File: src/rtl/exec_sequencer.sv
// Multi-cycle issue controller: classifies each issued op, stalls the pipeline for its latency,
// sequences UART IN/OUT against the RX/TX rings and keeps a saturating stall-cycle counter.
module exec_sequencer #(
  parameter int unsigned CNT_W    = 4,
  parameter int unsigned LAT_LW   = 1,
  parameter int unsigned LAT_MUL  = 2,
  parameter int unsigned LAT_SLOW = 4
) (
  input  logic        clk,
  input  logic        rst,
  input  logic        start,
  input  logic        abort,
  input  logic [1:0]  op_type,
  input  logic [5:0]  instr,
  input  logic        rx_empty,
  input  logic [7:0]  rx_data,
  input  logic        tx_full,
  output logic        busy,
  output logic        done,
  output logic        rx_pop,
  output logic        tx_push,
  output logic [31:0] in_data,
  output logic [31:0] stall_cnt
);

  localparam int unsigned LAT_W = CNT_W + 1;

  localparam logic [5:0] OP_LW     = 6'h23;
  localparam logic [5:0] OP_LW_S   = 6'h31;
  localparam logic [5:0] OP_IN     = 6'h3a;
  localparam logic [5:0] OP_OUT    = 6'h3b;
  localparam logic [5:0] FUNC_MULT = 6'h18;
  localparam logic [5:0] FUNC_DIV  = 6'h1a;
  localparam logic [5:0] FPU_ADD   = 6'h00;
  localparam logic [5:0] FPU_SUB   = 6'h01;
  localparam logic [5:0] FPU_MUL   = 6'h02;
  localparam logic [5:0] FPU_INV   = 6'h03;
  localparam logic [5:0] FPU_SQRT  = 6'h04;

  localparam logic [2:0] S_IDLE     = 3'd0;
  localparam logic [2:0] S_WAIT     = 3'd1;
  localparam logic [2:0] S_IN_WAIT  = 3'd2;
  localparam logic [2:0] S_IN_DONE  = 3'd3;
  localparam logic [2:0] S_OUT_WAIT = 3'd4;

  logic [2:0]       state_q, state_d;
  logic [CNT_W-1:0] cnt_q, cnt_d;
  logic [7:0]       in_byte_q, in_byte_d;
  logic [31:0]      stall_cnt_q, stall_cnt_d;
  logic [LAT_W-1:0] lat;
  logic             is_in, is_out;

  // Latency class of the op currently presented on op_type/instr
  always_comb begin
    lat    = '0;
    is_in  = 1'b0;
    is_out = 1'b0;
    case (op_type)
      2'b00: begin
        case (instr)
          OP_LW, OP_LW_S: lat = LAT_W'(LAT_LW);
          OP_IN:          is_in = 1'b1;
          OP_OUT:         is_out = 1'b1;
          default:        lat = '0;
        endcase
      end
      2'b01: begin
        case (instr)
          FUNC_MULT: lat = LAT_W'(LAT_MUL);
          FUNC_DIV:  lat = LAT_W'(LAT_SLOW);
          default:   lat = '0;
        endcase
      end
      2'b10: begin
        case (instr)
          FPU_ADD, FPU_SUB, FPU_MUL: lat = LAT_W'(LAT_MUL);
          FPU_INV, FPU_SQRT:         lat = LAT_W'(LAT_SLOW);
          default:                   lat = '0;
        endcase
      end
      default: lat = '0;
    endcase
  end

  // Next state and handshake outputs; rst and abort suppress every strobe
  always_comb begin
    state_d   = state_q;
    cnt_d     = cnt_q;
    in_byte_d = in_byte_q;
    busy      = 1'b0;
    done      = 1'b0;
    rx_pop    = 1'b0;
    tx_push   = 1'b0;
    if (rst || abort) begin
      state_d = S_IDLE;
    end else begin
      case (state_q)
        S_IDLE: begin
          if (start) begin
            if (is_in) begin
              busy    = 1'b1;
              state_d = S_IN_WAIT;
            end else if (is_out) begin
              if (tx_full) begin
                busy    = 1'b1;
                state_d = S_OUT_WAIT;
              end else begin
                tx_push = 1'b1;
                done    = 1'b1;
              end
            end else if (lat != '0) begin
              busy    = 1'b1;
              cnt_d   = CNT_W'(lat - LAT_W'(1));
              state_d = S_WAIT;
            end else begin
              done = 1'b1;
            end
          end
        end
        S_WAIT: begin
          if (cnt_q != '0) begin
            busy  = 1'b1;
            cnt_d = cnt_q - CNT_W'(1);
          end else begin
            done    = 1'b1;
            state_d = S_IDLE;
          end
        end
        S_IN_WAIT: begin
          busy = 1'b1;
          if (!rx_empty) begin
            rx_pop    = 1'b1;
            in_byte_d = rx_data;
            state_d   = S_IN_DONE;
          end
        end
        S_IN_DONE: begin
          done    = 1'b1;
          state_d = S_IDLE;
        end
        S_OUT_WAIT: begin
          if (tx_full) begin
            busy = 1'b1;
          end else begin
            tx_push = 1'b1;
            done    = 1'b1;
            state_d = S_IDLE;
          end
        end
        default: state_d = S_IDLE;
      endcase
    end
  end

  // Saturating stall counter
  always_comb begin
    stall_cnt_d = stall_cnt_q;
    if (busy && (stall_cnt_q != 32'hffff_ffff)) stall_cnt_d = stall_cnt_q + 32'd1;
  end

  always_ff @(posedge clk) begin
    if (rst) begin
      state_q     <= S_IDLE;
      cnt_q       <= '0;
      in_byte_q   <= '0;
      stall_cnt_q <= '0;
    end else begin
      state_q     <= state_d;
      cnt_q       <= cnt_d;
      in_byte_q   <= in_byte_d;
      stall_cnt_q <= stall_cnt_d;
    end
  end

  assign in_data   = {24'b0, in_byte_q};
  assign stall_cnt = stall_cnt_q;

endmodule

File: config.mk
export PLATFORM = sky130hd
export DESIGN_NAME = exec_sequencer
export DESIGN_NICKNAME = d
export VERILOG_FILES = /design/src/rtl/exec_sequencer.sv
export SDC_FILE = /design/constraint.sdc
export NUM_CORES = 1
export LEC_CHECK = 0
export ABC_AREA = 1
export CAP_MARGIN = 30
export CORE_AREA = 2 2 170 89
export DETAILED_ROUTE_END_ITERATION = 7
export DIE_AREA = 0 0 172 91
export PLACE_DENSITY = 0.46
export SLEW_MARGIN = 30
export SYNTH_ARGS = -nofsm -noshare
export SYNTH_HDL_FRONTEND = slang
export SYNTH_SLANG_ARGS = --single-unit
File: constraint.sdc
create_clock -name clk -period 2.7 [get_ports clk]
set_clock_uncertainty 0.05 [all_clocks]
set_input_delay 0.54 -clock clk [delete_from_list [all_inputs] [get_ports clk]]
set_output_delay 0.54 -clock clk [all_outputs]
set_load 0.01 [all_outputs]
==> results of run 1 <==
-- cell type report --
type	count	area, sq um	share of cell area
Multi-Input combinational cell	412	2060	0.459
Sequential cell	47	941	0.210
Timing Repair Buffer	94	908	0.202
Tap cell	198	248	0.0552
Inverter	46	173	0.0385
Clock buffer	6	129	0.0287
Clock inverter	1	30.0	0.00669
-- path summary, 6_finish.rpt --
| path | endpoint | depth (start not counted) |
|---|---|---|
| max | rx_pop | 5 |
| min reg2reg | cnt_q[3]$_SDFFE_PP0P_ | 2 |
| max reg2reg | stall_cnt[4]$_SDFFE_PP0P_ | 10 |
| min | cnt_q[3]$_SDFFE_PP0P_ | 2 |
-- flip-flops by register name (all words and copies together), names as in the netlist --
signal	flops
state_q	3
stall_cnt	32
in_byte_q	8
cnt_q	4
-- cell families after synthesis --
family / count (synthesis) / synth area share
XOR/XNOR: 25 / 0.0655
AND/OR/NAND/NOR: 303 / 0.416
AO/OA/AOI/OAI: 58 / 0.0872
flip-flops: 47 / 0.282
adder cells (fa/ha/maj): 2 / 0.00749
buffers and inverters: 88 / 0.141
other: 1 / 0.00112
-- repair_timing --
item	4_1_cts	5_1_grt
pin swaps	0	2
setup buffers	0	1
resized for setup	16	16
gates cloned	0	0
endpoints found under the setup margin	3	4
hold buffers	0	0
-- critical path, stage by stage --
cell             delay, ns
clkdlybuf4s50_1       0.47
nor2_4                0.11
inv_1                 0.08
nor3_4                0.20
clkdlybuf4s50_1       0.58
-- Yosys cell counts, types with 2 or more instances --
| library cell | n |
|---|---|
| nand2_1 | 152 |
| nor2_1 | 68 |
| dfxtp_1 | 47 |
| inv_1 | 42 |
| a21oi_1 | 37 |
| nand4_1 | 35 |
| buf_4 | 24 |
| xor2_1 | 17 |
| nand3_1 | 16 |
| nor3_1 | 10 |
| o21ai_0 | 10 |
| o21ai_1 | 10 |
| xnor2_1 | 8 |
| clkbuf_1 | 7 |
| buf_6 | 6 |
| nor2_2 | 5 |
| buf_2 | 4 |
| inv_2 | 3 |
| nand2_2 | 3 |
| nor2_4 | 3 |
| nor3_2 | 3 |
| ha_1 | 2 |
| nand3b_1 | 2 |
-- stage by stage --
stage | instances | total power, W | hold slack [ns] | utilization
floorplan | 547 | 0.000802 | 0.385 | -
global placement | 796 | 0.000838 | 0.399 | 0.303
detailed placement | 796 | 0.000840 | 0.397 | 0.303
CTS | 803 | 0.00154 | 0.411 | 0.315
global route | 804 | 0.00160 | 0.421 | 0.318
finish | 804 | 0.00153 | 0.409 | 0.318
-- report_power, final --
group / internal (W) / switching [W]
sequential: 0.000694 / 0.000000895
combinational: 0.0000494 / 0.0000830
clock: 0.000433 / 0.000270
-- per-layer routing --
metal | GRT usage | vias to the layer above | part of all wire
met4 | 0.0189 | 0 | 0.0054
met2 | 0.181 | 112 | 0.36
met1 | 0.232 | 1636 | 0.55
met3 | 0.0401 | 8 | 0.085
li1 | - | 1809 | -
met5 | 0 | - | 0
==> results.sh, run 1 <==
export IMPL_final_cell_mix="149 x nand2_1, 61 x nor2_1, 54 x clkdlybuf4s50_1"
export IMPL_core_area_sq_um=14100
export IMPL_timing_rr_start="stall_cnt[0]$_SDFFE_PP0P_"
export IMPL_synth_cells=524
export IMPL_fillers=1583
export IMPL_arrival_ns=1.97
export IMPL_synthFlopType="dfxtp_1"
export IMPL_grt_antenna_before_repair=0
export IMPL_clk_path_buf_depth=2
export IMPL_fin_area_sq_um=4490
export IMPL_insertion_delay_ns=0.29
export IMPL_crit_fanout=2
export IMPL_yosysTopAreaCell="dfxtp_1"
export IMPL_fp_dieW_um=172
export IMPL_synth_edf_count=0
export IMPL_max_freq_mhz=390
export IMPL_p_per_area_nw_per_um2=341
export IMPL_final_period_utilization=0.949
export IMPL_critPathLaunch="rst"
export IMPL_period_minus_slack_ns=2.56
export IMPL_mostFrequentLayoutCell="nand2_1"
export IMPL_area_growth_syn_to_layout_pct=34.3
export IMPL_vias_per_cell=4.43
export IMPL_io_pin_count=90
export IMPL_critPathLaunchType="input port"
export IMPL_synth_cell_types=33
export IMPL_final_nets=630
export IMPL_irDropWorstVdd_mv=0.162
export IMPL_critPathKind="input port to output port"
export IMPL_reg2reg_slack_ns=0.59
export IMPL_routabilityCongestion=0.904
export IMPL_clk_pin_slew_ns=0.07
export IMPL_final_layout_size_suffix_gt1_frac=0.120
export IMPL_cts_sinks=47
export IMPL_yosysWarnings=0
export IMPL_cts_buffers=5
export IMPL_synthesis_area_sq_um=3340
export IMPL_cts_root_buffer="clkbuf_16"
export IMPL_grt_pass1_vias=3279
export IMPL_ys_top_cells_by_area="dfxtp_1 28%, nand2_1 17%, nor2_1 7.6%"
export IMPL_portBuffers=65
export IMPL_dpl_instance_area_sq_um=4280
export IMPL_grt_pass1_wl_um=17600
export IMPL_outcome="completed"
export IMPL_vias=3565
export IMPL_ys_seq_area_frac=0.282
export IMPL_grt_max_degree=37
export IMPL_synth_seq_cells=47
export IMPL_wl_per_cell_um=13.5
export IMPL_drtIter0Drc=255
export IMPL_cp_required_ns=2.11
export IMPL_grt_overflow=0
export IMPL_die_area_sq_um=15700
export IMPL_drc=0
export IMPL_start_util=0.237
export IMPL_die_h_um=91
export IMPL_drt_total_wl_um=10900
export IMPL_syn_area_per_cell_sq_um=6.38
export IMPL_hp_class="register to register"
export IMPL_cap_viol_max_count=0
export IMPL_synthArstFlopShare=0
export IMPL_dp_hpwl_um=8510
export IMPL_worst_slack_ns=0.136
export IMPL_final_max_slew_violation_count=0
export IMPL_final_antenna_net_count=0
export IMPL_insertedDiodeCount=0
export IMPL_dr_pass1_iters=5
export IMPL_setup_violations=0
export IMPL_grt_setup_unrepaired="no"
export IMPL_p_leak_nw=1.77
export IMPL_synth_top_cell_area_share=0.282
export IMPL_hold_viol_final=0
export IMPL_cts_tree="built"
export IMPL_grt_use_total=0.143
export IMPL_min_from="cnt_q[3]$_SDFFE_PP0P_"
export IMPL_finalSetupTns_ns=0
export IMPL_endpoint_kind="output port"
export IMPL_htreeDepth=2
export IMPL_place_ws_ns=-0.390
export IMPL_fp_row_count=31
No activity file was read; power rests on OpenSTA's default activity.
==> run 2, diff against run 1 <==
- CORE_AREA: 2 2 170 89 -> 2 2 133 70
- DIE_AREA: 0 0 172 91 -> 0 0 135 72
- PLACE_DENSITY: 0.46 -> 0.68
==> run 2 against run 1 <==
Non-clock buffer count is 6 lower. Cell area is 3.7% lower. Combinational power is 5% lower. Critical path type unchanged. Critical endpoint unchanged.
==> results.sh, run 2 (synthesis results as in run 1) <==
export IMPL_final_period_utilization=0.972
export IMPL_postCtsHoldBufs=0
export IMPL_dp_hpwl_um=6410
export IMPL_grt_overflow=0
export IMPL_period_minus_slack_ns=2.62
export IMPL_die_area_sq_um=9720
export IMPL_hold_viol_final=0
export IMPL_fillers=876
export IMPL_htreeDepth=2
export IMPL_clk_pin_slew_ns=0.06
export IMPL_grt_antenna_before_repair=0
export IMPL_slowest_delay_ns=0.59
export IMPL_holdPathStages=2
export IMPL_crit_fanout=5
export IMPL_drtIter0Drc=210
export IMPL_seq_area_sq_um=941
export IMPL_wl_per_cell_um=11.6
export IMPL_use_met1=0.231
export IMPL_endpoint_kind="output port"
export IMPL_drt_total_wl_um=8340
export IMPL_final_cell_mix="151 x nand2_1, 64 x nor2_1, 57 x clkdlybuf4s50_1"
export IMPL_grt_max_degree=37
export IMPL_dr_pass1_iters=4
export IMPL_hp_class="register to register"
export IMPL_p_leak_nw=1.73
export IMPL_busiest_layer="met2"
export IMPL_io_pin_count=90
export IMPL_vias_per_cell=4.70
export IMPL_portBuffers=65
export IMPL_tightest_slew_ns=0.536
export IMPL_core_area_sq_um=8530
export IMPL_slew_headroom=0.640
export IMPL_cts_root_buffer="clkbuf_16"
export IMPL_final_nets=624
export IMPL_grt_setup_unrepaired="no"
export IMPL_vias=3374
export IMPL_start_util=0.392
export IMPL_outcome="completed"
export IMPL_place_ws_ns=-0.379
export IMPL_irDropWorstVdd_mv=0.231
export IMPL_grt_pass1_vias=3054
export IMPL_area_growth_syn_to_layout_pct=29.4
export IMPL_cts_sinks=47
export IMPL_cts_buffers=5
export IMPL_final_max_slew_violation_count=0
export IMPL_largest_reg_flops=32
export IMPL_mostFrequentLayoutCell="nand2_1"
export IMPL_max_freq_mhz=381
export IMPL_routabilityCongestion=0.874
export IMPL_final_layout_size_suffix_gt1_frac=0.106
export IMPL_hold_slack_ns=0.404
export IMPL_multi_input_area_sq_um=2050
export IMPL_finalSetupTns_ns=0
export IMPL_fp_row_count=24
export IMPL_crit_path_top_delay_cell="clkdlybuf4s50_1"
export IMPL_grt_use_total=0.173
export IMPL_insertedDiodeCount=0
export IMPL_arrival_ns=2.03
export IMPL_total_power_w=0.00161
export IMPL_rr_worst_depth=10
export IMPL_grt_pass1_wl_um=13900
export IMPL_critPathLaunchType="input port"
export IMPL_crit_top_cell="clkdlybuf4s50_1"
export IMPL_die_h_um=72
export IMPL_met2_usage=0.305
export IMPL_cp_required_ns=2.11
export IMPL_cts_tree="built"
export IMPL_critPathKind="input port to output port"
export IMPL_grt_use_met3=0.0259
export IMPL_cap_viol_max_count=0
export IMPL_fp_dieW_um=135
export IMPL_setup_violations=0
export IMPL_worst_slack_ns=0.0766
export IMPL_clk_path_buf_depth=2
export IMPL_crit_chain="clkdlybuf4s50_1 > nor2_4 > inv_1 > nor3_4 > clkdlybuf4s50_1"
export IMPL_insertion_delay_ns=0.28
export IMPL_drc=0
export IMPL_p_per_area_nw_per_um2=372
export IMPL_final_antenna_net_count=0
[run 2: cell types whose count changed in the layout (fill, tap and decap cells not counted), sizes merged]
cell	change
buf	-4
clkdlybuf4s15	-2
dlygate4sd2	-1
clkdlybuf4s50	+3
dlymetal6s2s	-2
bufinv	+1
[run 2: final cells by class]
cell class | instances | area share
multi-input cells | 412 | 0.475
flip-flops and latches | 47 | 0.218
repair buffers | 88 | 0.190
inverters | 46 | 0.0399
well taps | 117 | 0.0339
clock buffers | 6 | 0.0298
clock inverters | 2 | 0.0139
[run 2: what timing repair did]
| action | 4_1_cts | 5_1_grt |
|---|---|---|
| setup endpoints to repair | 3 | 3 |
| buffers inserted | 0 | 1 |
| pin swaps | 2 | 3 |
| gates resized for setup | 19 | 8 |
[run 2: worst max-delay path, delay by kind of cell]
family,cells,cell delay [ns]
and+or+nand+nor,2,0.34
buffers and inverters,3,1.16
[run 2: where the power goes]
part	internal [W]	switching, W	total [W]
sequential	0.000694	0.000000890	0.000695
combinational	0.0000481	0.0000765	0.000125
clock	0.000531	0.000258	0.000789
total	0.00127	0.000336	0.00161
[run 2: routing by layer]
layer / part of all wire / wire length (um)
met5: 0 / 0
met4: 0.0041 / 34
met3: 0.036 / 298
met2: 0.47 / 3930
met1: 0.49 / 4070
[run 2: path summary, 6_finish.rpt]
kind                            slack (ns)                   endpoint                      start
worst max-delay path                  0.08                     rx_pop                      abort
worst min-delay path                  0.40      cnt_q[3]$_SDFFE_PP0P_      cnt_q[3]$_SDFFE_PP0P_
worst max register to register        0.60  stall_cnt[0]$_SDFFE_PP0P_  stall_cnt[0]$_SDFFE_PP0P_
worst min register to register        0.40      cnt_q[3]$_SDFFE_PP0P_      cnt_q[3]$_SDFFE_PP0P_
[run 2: per-stage QoR]
stage	cell area, sq um	instances	utilization
finish	4320	718	0.507
global route	4320	718	0.507
CTS	4310	717	0.505
detailed placement	4110	709	0.481
global placement	4110	709	0.481
floorplan	3430	547	-
==> run 3, diff against run 2 <==
- SETUP_SLACK_MARGIN: default -> 0.4
==> run 3 against run 2 <==
Count of clock-buffer cells in the layout unchanged. Die area stayed put. Core utilization is 0.59 points higher. Largest cell class unchanged. Largest power group unchanged. Highest routed layer unchanged.
==> results.sh, run 3 (synthesis results as in run 1) <==
export IMPL_postCtsHoldBufs=0
export IMPL_p_leak_nw=1.75
export IMPL_max_freq_mhz=458
export IMPL_p_per_area_nw_per_um2=369
export IMPL_mostFrequentLayoutCell="nand2_1"
export IMPL_drtIter0Drc=191
export IMPL_final_layout_size_suffix_gt1_frac=0.157
export IMPL_hold_slack_ns=0.404
export IMPL_arrival_ns=1.59
export IMPL_fp_dieW_um=135
export IMPL_cts_buffers=5
export IMPL_final_antenna_net_count=0
export IMPL_slew_headroom=0.640
export IMPL_place_ws_ns=-0.379
export IMPL_critPathLaunchType="input port"
export IMPL_grt_use_total=0.174
export IMPL_min_to="cnt_q[3]$_SDFFE_PP0P_"
export IMPL_die_area_sq_um=9720
export IMPL_dp_hpwl_um=6410
export IMPL_irDropWorstVdd_mv=0.231
export IMPL_grt_antenna_before_repair=0
export IMPL_clk_path_buf_depth=2
export IMPL_fillers=873
export IMPL_final_period_utilization=0.809
export IMPL_clk_pin_slew_ns=0.06
export IMPL_hold_viol_final=0
export IMPL_tightest_slew_ns=0.536
export IMPL_grt_pass1_wl_um=14000
export IMPL_drt_total_wl_um=8470
export IMPL_dr_pass1_iters=5
export IMPL_worst_slack_ns=0.515
export IMPL_wl_per_cell_um=11.7
export IMPL_cts_root_buffer="clkbuf_16"
export IMPL_insertion_delay_ns=0.28
export IMPL_path_buf_inv=3
export IMPL_final_nets=630
export IMPL_vias=3419
export IMPL_cap_viol_max_count=0
export IMPL_start_util=0.392
export IMPL_fp_row_count=24
export IMPL_holdPathStages=2
export IMPL_area_growth_syn_to_layout_pct=30.8
export IMPL_timing_rr_start="stall_cnt[0]$_SDFFE_PP0P_"
export IMPL_htreeDepth=2
export IMPL_io_pin_count=90
export IMPL_reg2reg_slack_ns=0.60
export IMPL_insertedDiodeCount=0
export IMPL_rr_worst_depth=10
export IMPL_outcome="completed"
export IMPL_endpoint_kind="output port"
export IMPL_cp_required_ns=2.11
export IMPL_r2r_end="stall_cnt[0]$_SDFFE_PP0P_"
export IMPL_grt_overflow=0
export IMPL_grt_max_degree=37
export IMPL_min_from="cnt_q[3]$_SDFFE_PP0P_"
export IMPL_vias_per_cell=4.72
export IMPL_critPathKind="input port to output port"
export IMPL_crit_chain="clkdlybuf4s50_1 > inv_1 > nor2_2 > nand3_1 > a21oi_2 > buf_2"
export IMPL_crit_path_top_delay_cell="clkdlybuf4s50_1"
export IMPL_die_h_um=72
export IMPL_cts_tree="built"
export IMPL_hp_class="register to register"
export IMPL_final_cell_mix="146 x nand2_1, 59 x nor2_1, 52 x clkdlybuf4s50_1"
export IMPL_slowest_delay_ns=0.47
export IMPL_grt_pass1_vias=3084
export IMPL_drc=0
export IMPL_largest_reg_flops=32
export IMPL_path_delay_family="buffers and inverters"
export IMPL_routabilityCongestion=0.874
export IMPL_critPathLaunch="start"
export IMPL_core_area_sq_um=8530
export IMPL_period_minus_slack_ns=2.18
export IMPL_setup_violations=0
export IMPL_final_max_slew_violation_count=0
export IMPL_portBuffers=65
export IMPL_crit_fanout=2
export IMPL_grt_setup_unrepaired="no"
export IMPL_cts_sinks=47
[run 3: cell types whose count changed in the layout (fill, tap and decap cells not counted), sizes merged, moves of 3 or more]
cell,delta
clkbuf,+4
buf,+11
clkdlybuf4s50,-5
dlygate4sd2,-3
[run 3: worst max-delay path by stage]
stage	cells past startpoint	slack (ns)	end
3_5_place_dp	10	-0.38	done
4_1_cts	11	0.37	done
6_report	6	0.52	done
3_3_place_gp	10	-0.33	done
5_1_grt	8	0.42	done
2_1_floorplan	5	0.55	rx_pop
[run 3: layer usage]
layer	wire, um	share of wire	GRT usage	vias to the layer above
met2	4060	0.48	0.309	74
met3	307	0.036	0.0252	2
li1	-	-	-	1815
met1	4070	0.48	0.231	1528
met4	34	0.0040	0.0301	0
met5	0	0	0	-
[run 3: power by group]
group	switching, W	internal [W]	leakage [nW]	total (W)
sequential	0.000000952	0.000694	0.378	0.000695
clock	0.000259	0.000531	0.0911	0.000790
combinational	0.0000812	0.0000472	1.28	0.000128
[run 3: timing repair]
item | CTS | global route
pin swaps | 12 | 13
setup buffers | 5 | 2
endpoints found under the setup margin | 4 | 8
gates resized for setup | 47 | 28
[run 3: area by class of cell]
| cell class | count | area [sq um] | share of cell area |
|---|---|---|---|
| Clock inverter | 2 | 60.1 | 0.0137 |
| Sequential cell | 47 | 941 | 0.215 |
| Tap cell | 117 | 146 | 0.0335 |
| Clock buffer | 6 | 129 | 0.0295 |
| Multi-Input combinational cell | 412 | 2100 | 0.480 |
| Timing Repair Buffer | 94 | 823 | 0.188 |
| Inverter | 46 | 173 | 0.0395 |
[run 3: through the flow]
step	util	setup TNS, ns	total power, W	std cells	cell area, sq um
after floorplan	-	0	0.000802	547	3430
after global placement	0.481	-0.935	0.000833	709	4110
after detailed placement	0.481	-1.01	0.000834	709	4110
after CTS	0.510	0	0.00163	722	4350
after global routing	0.513	0	0.00168	724	4370
final	0.513	0	0.00161	724	4370
[run 3: tightest hold or removal path, stage by stage, from the launching register on]
cell	delay, ns
dfxtp_1	0.30
o21ai_0	0.06
nor2_1	0.04
